===== src/rtl/fmul_stream_ctrl.sv =====
// ============================================================================
// Module   : fmul_stream_ctrl
// Purpose  : Valid/ready wrapper around a fixed-latency float multiplier with
//            credit-based issue into a result FIFO.
// Revision : 1.0 - initial release
// ============================================================================
`default_nettype none

module fmul_stream_ctrl #(
    parameter int LATENCY    = 3,
    parameter int FIFO_DEPTH = 4
) (
    input  logic                               clk,
    input  logic                               irst,
    input  logic                               flush,
    input  logic                               in_valid,
    output logic                               in_ready,
    input  logic [31:0]                        in_a,
    input  logic [31:0]                        in_b,
    output logic [31:0]                        mul_a,
    output logic [31:0]                        mul_b,
    output logic                               mul_irst,
    input  logic [31:0]                        mul_result,
    output logic                               out_valid,
    input  logic                               out_ready,
    output logic [31:0]                        out_data,
    output logic                               busy,
    output logic [$clog2(FIFO_DEPTH+1)-1:0]    outstanding
);

    localparam int              OW      = $clog2(FIFO_DEPTH + 1);
    localparam int              PW      = (FIFO_DEPTH > 1) ? $clog2(FIFO_DEPTH) : 1;
    localparam logic [OW-1:0]   DEPTH_C = OW'(FIFO_DEPTH);

    logic [LATENCY-1:0] vld_q;
    logic [LATENCY-1:0] vld_d;
    logic [31:0]        mem_q [FIFO_DEPTH];
    logic [PW-1:0]      wr_ptr_q;
    logic [PW-1:0]      rd_ptr_q;
    logic [OW-1:0]      count_q;
    logic [OW-1:0]      count_d;
    logic [OW-1:0]      outst_q;
    logic [OW-1:0]      outst_d;
    logic               pop;
    logic               push;
    logic               issue;
    logic               clr;

    assign clr       = irst | flush;
    assign mul_irst  = clr;
    assign out_valid = (count_q != '0);
    assign out_data  = mem_q[rd_ptr_q];
    assign busy      = (outst_q != '0);
    assign outstanding = outst_q;

    assign pop   = out_valid & out_ready;
    assign push  = vld_q[LATENCY-1];
    // A credit is every slot not yet claimed by an in-flight op or FIFO entry;
    // a pop in this cycle returns its credit immediately.
    assign in_ready = ~clr & ((outst_q - OW'(pop)) < DEPTH_C);
    assign issue    = in_valid & in_ready;

    assign mul_a = issue ? in_a : 32'h0;
    assign mul_b = issue ? in_b : 32'h0;

    generate
        if (LATENCY > 1) begin : g_vld_shift
            assign vld_d = {vld_q[LATENCY-2:0], issue};
        end else begin : g_vld_single
            assign vld_d = issue;
        end
    endgenerate

    always_comb begin
        count_d = count_q;
        case ({push, pop})
            2'b10:   count_d = count_q + OW'(1);
            2'b01:   count_d = count_q - OW'(1);
            default: count_d = count_q;
        endcase

        outst_d = outst_q;
        case ({issue, pop})
            2'b10:   outst_d = outst_q + OW'(1);
            2'b01:   outst_d = outst_q - OW'(1);
            default: outst_d = outst_q;
        endcase
    end

    always_ff @(posedge clk) begin
        if (clr) begin
            vld_q    <= '0;
            wr_ptr_q <= '0;
            rd_ptr_q <= '0;
            count_q  <= '0;
            outst_q  <= '0;
            for (int i = 0; i < FIFO_DEPTH; i++) begin
                mem_q[i] <= 32'h0;
            end
        end else begin
            vld_q   <= vld_d;
            count_q <= count_d;
            outst_q <= outst_d;
            if (push) begin
                mem_q[wr_ptr_q] <= mul_result;
                wr_ptr_q        <= wr_ptr_q + PW'(1);
            end
            if (pop) begin
                rd_ptr_q <= rd_ptr_q + PW'(1);
            end
        end
    end

endmodule

`default_nettype wire


===== config.mk =====
export PLATFORM = sky130hd
export DESIGN_NAME = fmul_stream_ctrl
export DESIGN_NICKNAME = d
export VERILOG_FILES = /design/src/rtl/fmul_stream_ctrl.sv
export SDC_FILE = /design/constraint.sdc
export NUM_CORES = 1
export LEC_CHECK = 0
export BUFFER_PORTS_ARGS = -buffer_cell sky130_fd_sc_hd__buf_2
export CAP_MARGIN = 20
export CELL_PAD_IN_SITES_DETAIL_PLACEMENT = 0
export CELL_PAD_IN_SITES_GLOBAL_PLACEMENT = 1
export CORE_UTILIZATION = 42
export CTS_CLUSTER_SIZE = 8
export DETAILED_ROUTE_END_ITERATION = 12
export PLACE_DENSITY = 0.81
export SLEW_MARGIN = 20
export SYNTH_ARGS = -nofsm -noshare
export SYNTH_HDL_FRONTEND = slang
export SYNTH_SLANG_ARGS = --single-unit

===== constraint.sdc =====
create_clock -name clk -period 4.6 [get_ports clk]
set_input_delay 0.92 -clock clk [delete_from_list [all_inputs] [get_ports clk]]
set_output_delay 0.92 -clock clk [all_outputs]
set_load 0.03 [all_outputs]

; Word level (Yosys, flattened, before mapping)
; Memories as Yosys holds them, arrays and structs flattened. A register that Yosys moved wholly into a read port is not among the register bits.
; Index checks and enable logic that the tools add are counted.
[totals]
reg_bits = 13
mem_bits_rw = 128
inputBits = 101
out_inout_bits = 103
memories = 1
[op_classes]
n_addsub = 7
magnitude_cmp = 1
eq_ne = 4
muxes = 14
bitwise = 5
reduce_logical = 5
[mem_list]
columns = name, depth, word_bits, rd, rd_ports_with_merged_regs, wr, line
row1 = mem_q, 4, 32, 1, 1, 4, 37  ; logic [31:0] mem_q [FIFO_DEPTH];
[op_table]
columns = op, count
row1 = $mux W32, 3
row2 = $reduce_or A32 Y1, 1
row3 = $pmux W3 S2, 2
row4 = $add A3 B1 Y3 const B, 2
row5 = $mux W1, 6
row6 = $mux W2, 3
row7 = $reduce_bool A3 Y1, 2
row8 = $sub A3 B1 Y3 const B, 2
row9 = $add A2 B1 Y2 const B, 2
row10 = $eq A2 B1 Y1 const B, 2
row11 = $eq A2 B2 Y1 const B, 2
row12 = $reduce_bool A2 Y1, 2
row13 = $and A1 B1 Y1, 3
row14 = $lt A3 B3 Y1 const B, 1
row15 = $sub A3 B1 Y3, 1
row16 = $not A1 Y1, 1
row17 = $or A1 B1 Y1, 1

; Logic depth before layout (Yosys ltp)
; Gate-level depths: netlist (run 1).
[depth]
depth_word = 8
depth_mapped = 9
depth_no_buf = 8

; Worst setup path after synthesis (run 1)
; No wires, ideal clock.
[synth_timing]
kind = register to register
from = reg vld_q[2]
to = mem mem_q[2][0], enable pin
arrival_ns = 2.857
slack_ns = 1.278
stages_incl_launch_ff = 4
n_path_buf = 1
period_less_slack_ns = 3.322
cell_sequence = dfxtp_1 > buf_2 > nand2_1 > o21ai_0
[synth_lines]
columns = item, line
row1 = "start, declared", 35  ; logic [LATENCY-1:0] vld_q;
row2 = "start signal, assigned", 101  ; vld_q <= vld_d;
row3 = "end, declared", 37

; Worst setup path in the final report (run 1)
[layout_timing]
from = in out_ready
to = out mul_a[12]
[layout_between]
elab_chain_cells = 6
[layout_rtl]
columns = item, line
row1 = "start, declared", 25  ; input logic out_ready,
row2 = $and A1 B1 Y1, 56  ; assign pop = out_valid & out_ready;
row3 = $sub A3 B1 Y3, 60  ; assign in_ready = ~clr & ((outst_q - OW'(pop)) < DEPTH_C);
row4 = $lt A3 B3 Y1, 60
row5 = $and A1 B1 Y1, 60
row6 = $and A1 B1 Y1, 61  ; assign issue = in_valid & in_ready;
row7 = $mux W32, 63  ; assign mul_a = issue ? in_a : 32'h0;
row8 = "end, declared", 20  ; output logic [31:0] mul_a,
; Every way passes these cells.

==> results of run 1 <==
==> synth_stat cells, drive strengths merged, types with 7 or more instances <==
library cell and instances:
buf 18, inv 7, clkbuf 29, nor2 10
and3 32, mux4 32, and4b 64, dfxtp 15
and2 99, edfxtp 128
==> per-layer routing <==
| layer | share of wire | global-route usage |
|---|---|---|
| met5 | 0 | 0 |
| met4 | 0.022 | 0.0892 |
| met3 | 0.071 | 0.0525 |
| met2 | 0.53 | 0.376 |
| met1 | 0.37 | 0.241 |
==> flip-flops by register name, indices dropped and copies added (netlist names), named ones only <==
name and count:
rd_ptr_q 2, count_q 3, mem_q 128, wr_ptr_q 2, vld_q 3, outstanding 3
==> worst paths after layout <==
kind                                             startpoint                          end  slack (ns)  cells past startpoint
worst max-delay path                              out_ready                    mul_a[12]        1.14                      6
worst min-delay path                    vld_q[0]$_SDFF_PP0_          vld_q[1]$_SDFF_PP0_        0.42                      1
worst max register to register  outstanding[0]$_SDFFE_PP0P_  outstanding[2]$_SDFFE_PP0P_        1.82                      8
worst min register to register          vld_q[0]$_SDFF_PP0_          vld_q[1]$_SDFF_PP0_        0.42                      1
==> logic make-up after synthesis <==
group	after synthesis	share of synthesized area
adders and majority gates	4	0.00930
DFF	143	0.593
and+or+nand+nor	225	0.236
muxes	33	0.104
buffers and inverters	54	0.0395
AOI/OAI and AO/OA	11	0.0107
xor gates and xnor gates	6	0.00752
==> report_power, final <==
part           leakage [uW]  internal [uW]  switching [uW]
sequential          0.00155           1460            11.9
clock              0.000284            891             488
combinational       0.00215           78.7             142
==> layout make-up <==
type                            instances  area [um^2]
Fill cell                            1302         7310
Antenna cell                            3         7.51
Timing Repair Buffer                  215         1110
Tap cell                              216          270
Clock inverter                         10          145
Multi-Input combinational cell        279         2610
Clock buffer                           20          437
Inverter                                7         26.3
Sequential cell                       143         4150
==> critical path, cell delays in order <==
cell and delay (ns):
buf_2 0.11, o31ai_4 0.11, o21ai_4 0.63, buf_4 0.34
and4b_1 0.21, buf_2 0.19
==> per-stage QoR <==
| stage | hold WS, ns | util | std cells | instance area (um^2) |
|---|---|---|---|---|
| final | 0.424 | 0.545 | 893 | 8750 |
| after floorplan | 0.406 | - | 476 | 6990 |
| after CTS | 0.427 | 0.544 | 890 | 8740 |
| after global placement | 0.412 | 0.508 | 860 | 8160 |
| after global routing | 0.450 | 0.545 | 893 | 8750 |
| after detailed placement | 0.414 | 0.508 | 860 | 8160 |
==> summary.md, run 1 <==
| Metric | Value |
|---|---|
| Placed wire-length estimate | 11300 um |
| Clock sink count | 143 |
| Core Box Area | 0.0161 mm^2 |
| IR drop worst, VDD | 0.000219 V |
| # hold bufs at CTS | 0 |
| Routability Congestion | 0.822 |
| Share of cells above drive strength 1 | 0.420 |
| Clock-pin slew on the worst setup and hold paths | 0.05 ns |
| Cell Area, Synth | 0.00699 mm^2 |
| Initial Util | 0.435 |
| Worst Skew | 0.00856 ns |
| Vias | 4782 |
| Overflow after GRT | 0 |
| Total power | 3070 uW |
| CP startpoint kind | primary input |
| Status | completed |
| Crit Path Class | in2out |
| Worst hold-check path type | reg2reg |
| Gr usage total | 0.211 |
| Final ANT Viol Nets | 0 |
| Cells after Synth | 476 |
| Setup Viol. Count Final | 0 |
| RSZ-0062 raised after global routing | false |
| Post-layout minimum cycle time | 3.46 ns |
| Worst Max-Slew Pin Slew | 0.975 ns |
| Final worst-path cycle share | 0.752 |
| Vias in the first global route | 4782 |
| Most common cell after layout, fill and taps aside | buf_2 |
| Num rows | 46 |
| Worst Path Max Fanout | 43 |
| Clock Root Buffer | clkbuf_16 |
| CTS Buf Count | 17 |
| Final nets | 768 |
| CTS tree | yes |
| Via density | 5.35 |
| Synth-to-Final Area Change | 25.1% |
| Clk buf depth | 2 |
| Routed len/inst | 19.4 um |
| Post-synth EDFFs | 128 |
| Sequential area share after synthesis | 0.593 |
| Setup TNS | 0 ns |
| Port Buffers | 203 |
| Endpoint type of the worst setup path | primary output |
| Top post-synthesis cells by area | edfxtp_1, mux4_2, and4b_1 |
| Synth Flop Type | edfxtp_1 |
| Global-route wire length before repair | 26100 um |
| Most frequent cells in the layout | buf_2, edfxtp_1, and2_1 |
| Post-synth ARST share | 0 |
| Largest area contributor in the netlist | edfxtp_1 |
| Leakage power | 0.00399 uW |
| 1st-pass router iterations | 5 |
| Synth cell types | 34 |
| Yosys top cell area share | 0.550 |
| H-tree levels | 4 |
| Chip width | 131 um |
| Endpoints failing hold | 0 |
| DRT Wirelength | 17300 um |
| Post-CTS setup buffer count | 0 |
| Worst rel slew slack | 0.350 |
| FF+latch count, synth | 143 |
| Arr. time, crit path | 2.54 ns |
| Pre-CTS WS | 1.16 ns |
| Avg Cell Area, Syn | 14.7 um^2 |
| Syn Nets | 581 |
| # DRC | 0 |
| Fin. max-slew vios | 0 |
| Synth warnings | 0 |
| Worst setup margin | 1.14 ns |
| WP data required | 3.68 ns |
| Post_cts resized | 0 |
| Max Clk Rate | 289 MHz |
| Max-Cap Viols | 0 |
| Die area | 0.0172 mm^2 |
| Die Ht | 131 um |
| Latest clock arrival within the worst-skew pair | 0.42 ns |
| Initial drt markers | 323 |
| Largest net degree at the start of global routing | 68 |
| # IOs | 204 |
| Pwr dens | 351 mW/mm^2 |
| Initial antenna violation count | 3 |
Note: power is estimated with default switching activity, not from simulation.
==> run 2, diff against run 1 <==
- CORE_UTILIZATION: 42 -> 38
- PLACE_DENSITY: 0.81 -> 0.78
- clock period: 4.6 -> 2.8 ns (I/O delays scaled with it)
==> run 2 against run 1 <==
Setup slack lost 1.1 ns. Hold slack worse by 0.00059 ns. Register-to-register slack got worse by 1.3 ns. Wire length rose by 2.2%. Critical path type is now reg2out. Critical endpoint is now mul_b[8].
==> summary.md, run 2 (synthesis results as in run 1) <==
| Metric | Value |
|---|---|
| Crit Path Class | reg2out |
| Filler Cell Count | 1590 |
| Gr usage total | 0.193 |
| Fin. max-slew vios | 0 |
| Most frequent cells in the layout | buf_2, edfxtp_1, and2_1 |
| Post-CTS setup buffer count | 0 |
| Min-Delay Endpoint | vld_q[2]$_SDFF_PP0_ |
| Vias | 4768 |
| Leakage power | 0.00399 uW |
| Clk buf depth | 2 |
| Clock sink count | 143 |
| Port Buffers | 203 |
| Largest net degree at the start of global routing | 67 |
| Die Ht | 138 um |
| # diodes | 0 |
| # hold bufs at CTS | 0 |
| Most common cell after layout, fill and taps aside | buf_2 |
| Clock-pin slew on the worst setup and hold paths | 0.05 ns |
| Via density | 5.26 |
| Arr. time, crit path | 2.16 ns |
| Worst Path Max Fanout | 66 |
| Chip width | 138 um |
| Overflow after GRT | 0 |
| Max Clk Rate | 368 MHz |
| Endpoint type of the worst setup path | primary output |
| WP data required | 2.24 ns |
| H-tree levels | 4 |
| Latest clock arrival within the worst-skew pair | 0.42 ns |
| Routability Congestion | 0.806 |
| CTS Buf Count | 17 |
| Vias in the first global route | 4924 |
| Num rows | 49 |
| Max-Cap Viols | 0 |
| DRT Wirelength | 17700 um |
| Worst flop-to-flop path startpoint | count_q[2]$_SDFFE_PP0P_ |
| Bufs and invs on worst path | 2 |
| IR drop worst, VDD | 0.000493 V |
| Worst rel slew slack | 0.644 |
| Total power | 4860 uW |
| Critical Path Max Stage Delay | 0.36 ns |
| Top delay family on crit path | simple AND/OR/NAND/NOR gates |
| Initial Util | 0.388 |
| Status | completed |
| 1st-pass router iterations | 4 |
| Placed wire-length estimate | 11400 um |
| Initial drt markers | 300 |
| Global-route wire length before repair | 26400 um |
| Routed len/inst | 19.5 um |
| Cells on Worst Hold Path | 1 |
| Max FFs per register | 128 |
| Reg2Reg Setup Slack | 0.48 ns |
| Worst hold-check path type | reg2reg |
| Final nets | 772 |
| Die area | 0.0189 mm^2 |
| Setup TNS | 0 ns |
| Synth-to-Final Area Change | 25.4% |
| Share of cells above drive strength 1 | 0.423 |
| Final ANT Viol Nets | 0 |
| Clock Root Buffer | clkbuf_16 |
| CP startpoint kind | flop |
| Register-to-Register Path Depth | 8 |
| CTS tree | yes |
| RSZ-0062 raised after global routing | false |
| # IOs | 204 |
| Final worst-path cycle share | 0.970 |
| Initial antenna violation count | 0 |
| Slowest-stage cell, CP | dfxtp_1 |
| Endpoints failing hold | 0 |
| # DRC | 0 |
| R2r endpoint | outstanding[2]$_SDFFE_PP0P_ |
| Worst Max-Slew Pin Slew | 0.534 ns |
| Post-layout minimum cycle time | 2.72 ns |
| Core Box Area | 0.0180 mm^2 |
| Final hold slack | 0.423 ns |
| Min-delay src | vld_q[1]$_SDFF_PP0_ |
| Pwr dens | 554 mW/mm^2 |
| Crit path cell chain | or2_4 > o21ai_4 > buf_6 > and4b_1 > buf_2 |
| Worst Skew | 0.00852 ns |
| Setup Viol. Count Final | 0 |
| Top reg by flops | mem_q |
## run 2: area by class of cell
| cell class | instances | area [um^2] | share of cell area |
|---|---|---|---|
| Timing Repair Buffer | 219 | 1170 | 0.133 |
| Multi-Input combinational cell | 279 | 2610 | 0.298 |
| Sequential cell | 143 | 4150 | 0.473 |
| Inverter | 7 | 26.3 | 0.00300 |
| Clock inverter | 10 | 97.6 | 0.0111 |
| Tap cell | 229 | 287 | 0.0327 |
| Clock buffer | 20 | 437 | 0.0498 |
## run 2: power by group
part | switching [uW] | leakage, uW | internal [uW]
Sequential | 19.5 | 0.00155 | 2400
Combinational | 238 | 0.00218 | 135
Clock | 790 | 0.000259 | 1280
Total | 1050 | 0.00399 | 3810
## run 2: worst max-delay path by stage
stage                                     start                         to  slack [ns]  cells after the start
floorplan                   vld_q[2]$_SDFF_PP0_  mem_q[2][0]$_SDFFCE_PN0P_        0.34                      3
global placement                      out_ready                   mul_b[8]        0.36                      6
detailed placement                    out_ready                   mul_b[8]        0.31                      6
CTS                 outstanding[0]$_SDFFE_PP0P_                   mul_b[8]        0.01                      5
global route        outstanding[0]$_SDFFE_PP0P_                   mul_b[8]        0.01                      5
finish              outstanding[0]$_SDFFE_PP0P_                   mul_b[8]        0.08                      5
## run 2: what timing repair did
| action | 4_1_cts | 5_1_grt |
|---|---|---|
| gates resized for setup | 1 | 1 |
| setup endpoints to repair | 6 | 36 |
| hold endpoints to repair | 0 | 0 |
## run 2: per-layer routing
metal  up-vias  GRT usage  wire length (um)
met3        21     0.0434              1210
met5         -          0                 0
li1       2201          -                 -
met4         0     0.0690               291
met1      2345      0.198              6320
met2       201      0.375              9910
## run 2: through the flow
stage | instance area (um^2) | utilization | setup slack [ns] | instances
3_3_place_gp | 8230 | 0.457 | 0.362 | 877
2_1_floorplan | 6990 | - | 0.343 | 476
6_report | 8770 | 0.487 | 0.0850 | 907
4_1_cts | 8770 | 0.486 | 0.0148 | 907
3_5_place_dp | 8230 | 0.457 | 0.313 | 877
5_1_grt | 8770 | 0.487 | 0.0124 | 907
==> run 3, diff against run 2 <==
- CTS_BUF_LIST: default -> sky130_fd_sc_hd__clkbuf_8 sky130_fd_sc_hd__clkbuf_16
==> run 3 against run 2 <==
Via count is essentially flat. Fmax about the same. Sequential cell count unchanged. Clock-buffer cell count down 3. Core utilization did not move. Sequential share of layout area did not move. Cell count unchanged. Wire length is essentially flat. Global-route usage did not move. Clock skew hardly changed. Critical endpoint unchanged. Largest power group unchanged. Highest routed layer unchanged.
==> summary.md, run 3 (synthesis results as in run 1) <==
| Metric | Value |
|---|---|
| Status | completed |
| Critical Path Max Stage Delay | 0.36 ns |
| Routability Congestion | 0.806 |
| Setup Viol. Count Final | 0 |
| 1st-pass router iterations | 4 |
| Slowest-stage cell, CP | dfxtp_1 |
| Initial drt markers | 303 |
| Endpoints failing hold | 0 |
| # diodes | 0 |
| Via density | 5.26 |
| # DRC | 0 |
| Top reg by flops | mem_q |
| Synth-to-Final Area Change | 25.4% |
| DRT Wirelength | 17700 um |
| Crit Path Class | reg2out |
| Latest clock arrival within the worst-skew pair | 0.42 ns |
| Largest net degree at the start of global routing | 67 |
| Placed wire-length estimate | 11400 um |
| Gr usage total | 0.193 |
| IR drop worst, VDD | 0.000493 V |
| Port Buffers | 203 |
| Met2 GRT Util | 0.375 |
| Layer with the highest usage | met2 |
| Vias in the first global route | 4924 |
| Overflow after GRT | 0 |
| Post-CTS setup buffer count | 0 |
| CTS tree | yes |
| Max FFs per register | 128 |
| Clk buf depth | 2 |
| Die area | 0.0189 mm^2 |
| Initial antenna violation count | 0 |
| Top delay family on crit path | simple AND/OR/NAND/NOR gates |
| Worst Max-Slew Pin Slew | 0.527 ns |
| Chip width | 138 um |
| Worst Path Max Fanout | 66 |
| Setup TNS | 0 ns |
| WP data required | 2.24 ns |
| Pwr dens | 552 mW/mm^2 |
| Clock Root Buffer | clkbuf_16 |
| Routing usage on met1 | 0.198 |
| Clock sink count | 143 |
| RSZ-0062 raised after global routing | false |
| Bufs and invs on worst path | 2 |
| H-tree levels | 4 |
| Register-to-Register Path Depth | 8 |
| Final worst-path cycle share | 0.970 |
| Final core occ | 0.487 |
| Vias | 4770 |
| Share of cells above drive strength 1 | 0.423 |
| Max Clk Rate | 368 MHz |
| Worst hold-check path type | reg2reg |
| WP depth | 5 |
| Max-Cap Viols | 0 |
| Initial Util | 0.388 |
| Leakage power | 0.00400 uW |
| Most frequent cells in the layout | buf_2, edfxtp_1, and2_1 |
| Routed len/inst | 19.5 um |
| Worst rel slew slack | 0.649 |
| Most common cell after layout, fill and taps aside | buf_2 |
| Crit path cell chain | or2_4 > o21ai_4 > buf_6 > and4b_1 > buf_2 |
| Routing usage on met3 | 0.0434 |
| Cells on Worst Hold Path | 1 |
| Endpoint type of the worst setup path | primary output |
| Fin. max-slew vios | 0 |
| Final nets | 772 |
| Global-route wire length before repair | 26400 um |
| Worst Skew | 0.00857 ns |
| # IOs | 204 |
| Final ANT Viol Nets | 0 |
| Die Ht | 138 um |
| Arr. time, crit path | 2.15 ns |
| CP startpoint kind | flop |
| Num rows | 49 |
| Core Box Area | 0.0180 mm^2 |
| Clock-pin slew on the worst setup and hold paths | 0.05 ns |
| Post-layout minimum cycle time | 2.71 ns |
| CTS Buf Count | 17 |
-- run 3: cell count changes in the layout (fill, tap and decap cells not counted) --
cell	change
clkbuf_1	-3
inv_1	+3
-- run 3: report_power, final --
part / leakage (uW) / switching, uW / internal, uW / total [uW]
clock: 0.000272 / 790 / 1270 / 2060
sequential: 0.00155 / 19.5 / 2400 / 2410
combinational: 0.00218 / 238 / 135 / 373
total: 0.00400 / 1050 / 3800 / 4850
-- run 3: metal layers --
metal	wire, um	part of all wire
met5	0	0
met1	6340	0.36
met2	9910	0.56
met4	291	0.016
met3	1170	0.066
-- run 3: path summary, 6_finish.rpt --
path | slack, ns | from | endpoint
setup / recovery | 0.09 | outstanding[0]$_SDFFE_PP0P_ | mul_b[8]
setup reg to reg | 0.48 | count_q[2]$_SDFFE_PP0P_ | outstanding[2]$_SDFFE_PP0P_
hold / removal | 0.42 | vld_q[1]$_SDFF_PP0_ | vld_q[2]$_SDFF_PP0_
hold reg to reg | 0.42 | vld_q[1]$_SDFF_PP0_ | vld_q[2]$_SDFF_PP0_
-- run 3: final cells by class --
type                    instances  area (um^2)
fillers                      1590         9250
well taps                     229          287
clock inverters                13          109
clock buffers                  17          425
inverters                       7         26.3
multi-input cells             279         2610
flip-flops and latches        143         4150
repair buffers                219         1170
-- run 3: repair_timing --
| item | CTS | global route |
|---|---|---|
| setup endpoints to repair | 6 | 36 |
| gates resized for setup | 1 | 1 |
| hold buffers | 0 | 0 |
-- run 3: worst register-to-register path, cell delays in order, from the launching register on --
cell and delay [ns]:
dfxtp_1 0.34, o31ai_4 0.43, nor3_4 0.07, nand3b_1 0.17, ha_1 0.23, fa_1 0.39
xnor2_1 0.15, or3_1 0.31, a21oi_1 0.17
-- run 3: metrics by stage --
step	hold slack, ns	instances	power, uW	worst slack, ns	instance area, um^2
after floorplan	0.406	476	2650	0.343	6990
after global placement	0.410	877	2830	0.362	8230
after detailed placement	0.415	877	2840	0.313	8230
after CTS	0.428	907	4890	0.0148	8770
after global routing	0.442	907	5000	0.0124	8770
final	0.423	907	4850	0.0851	8770
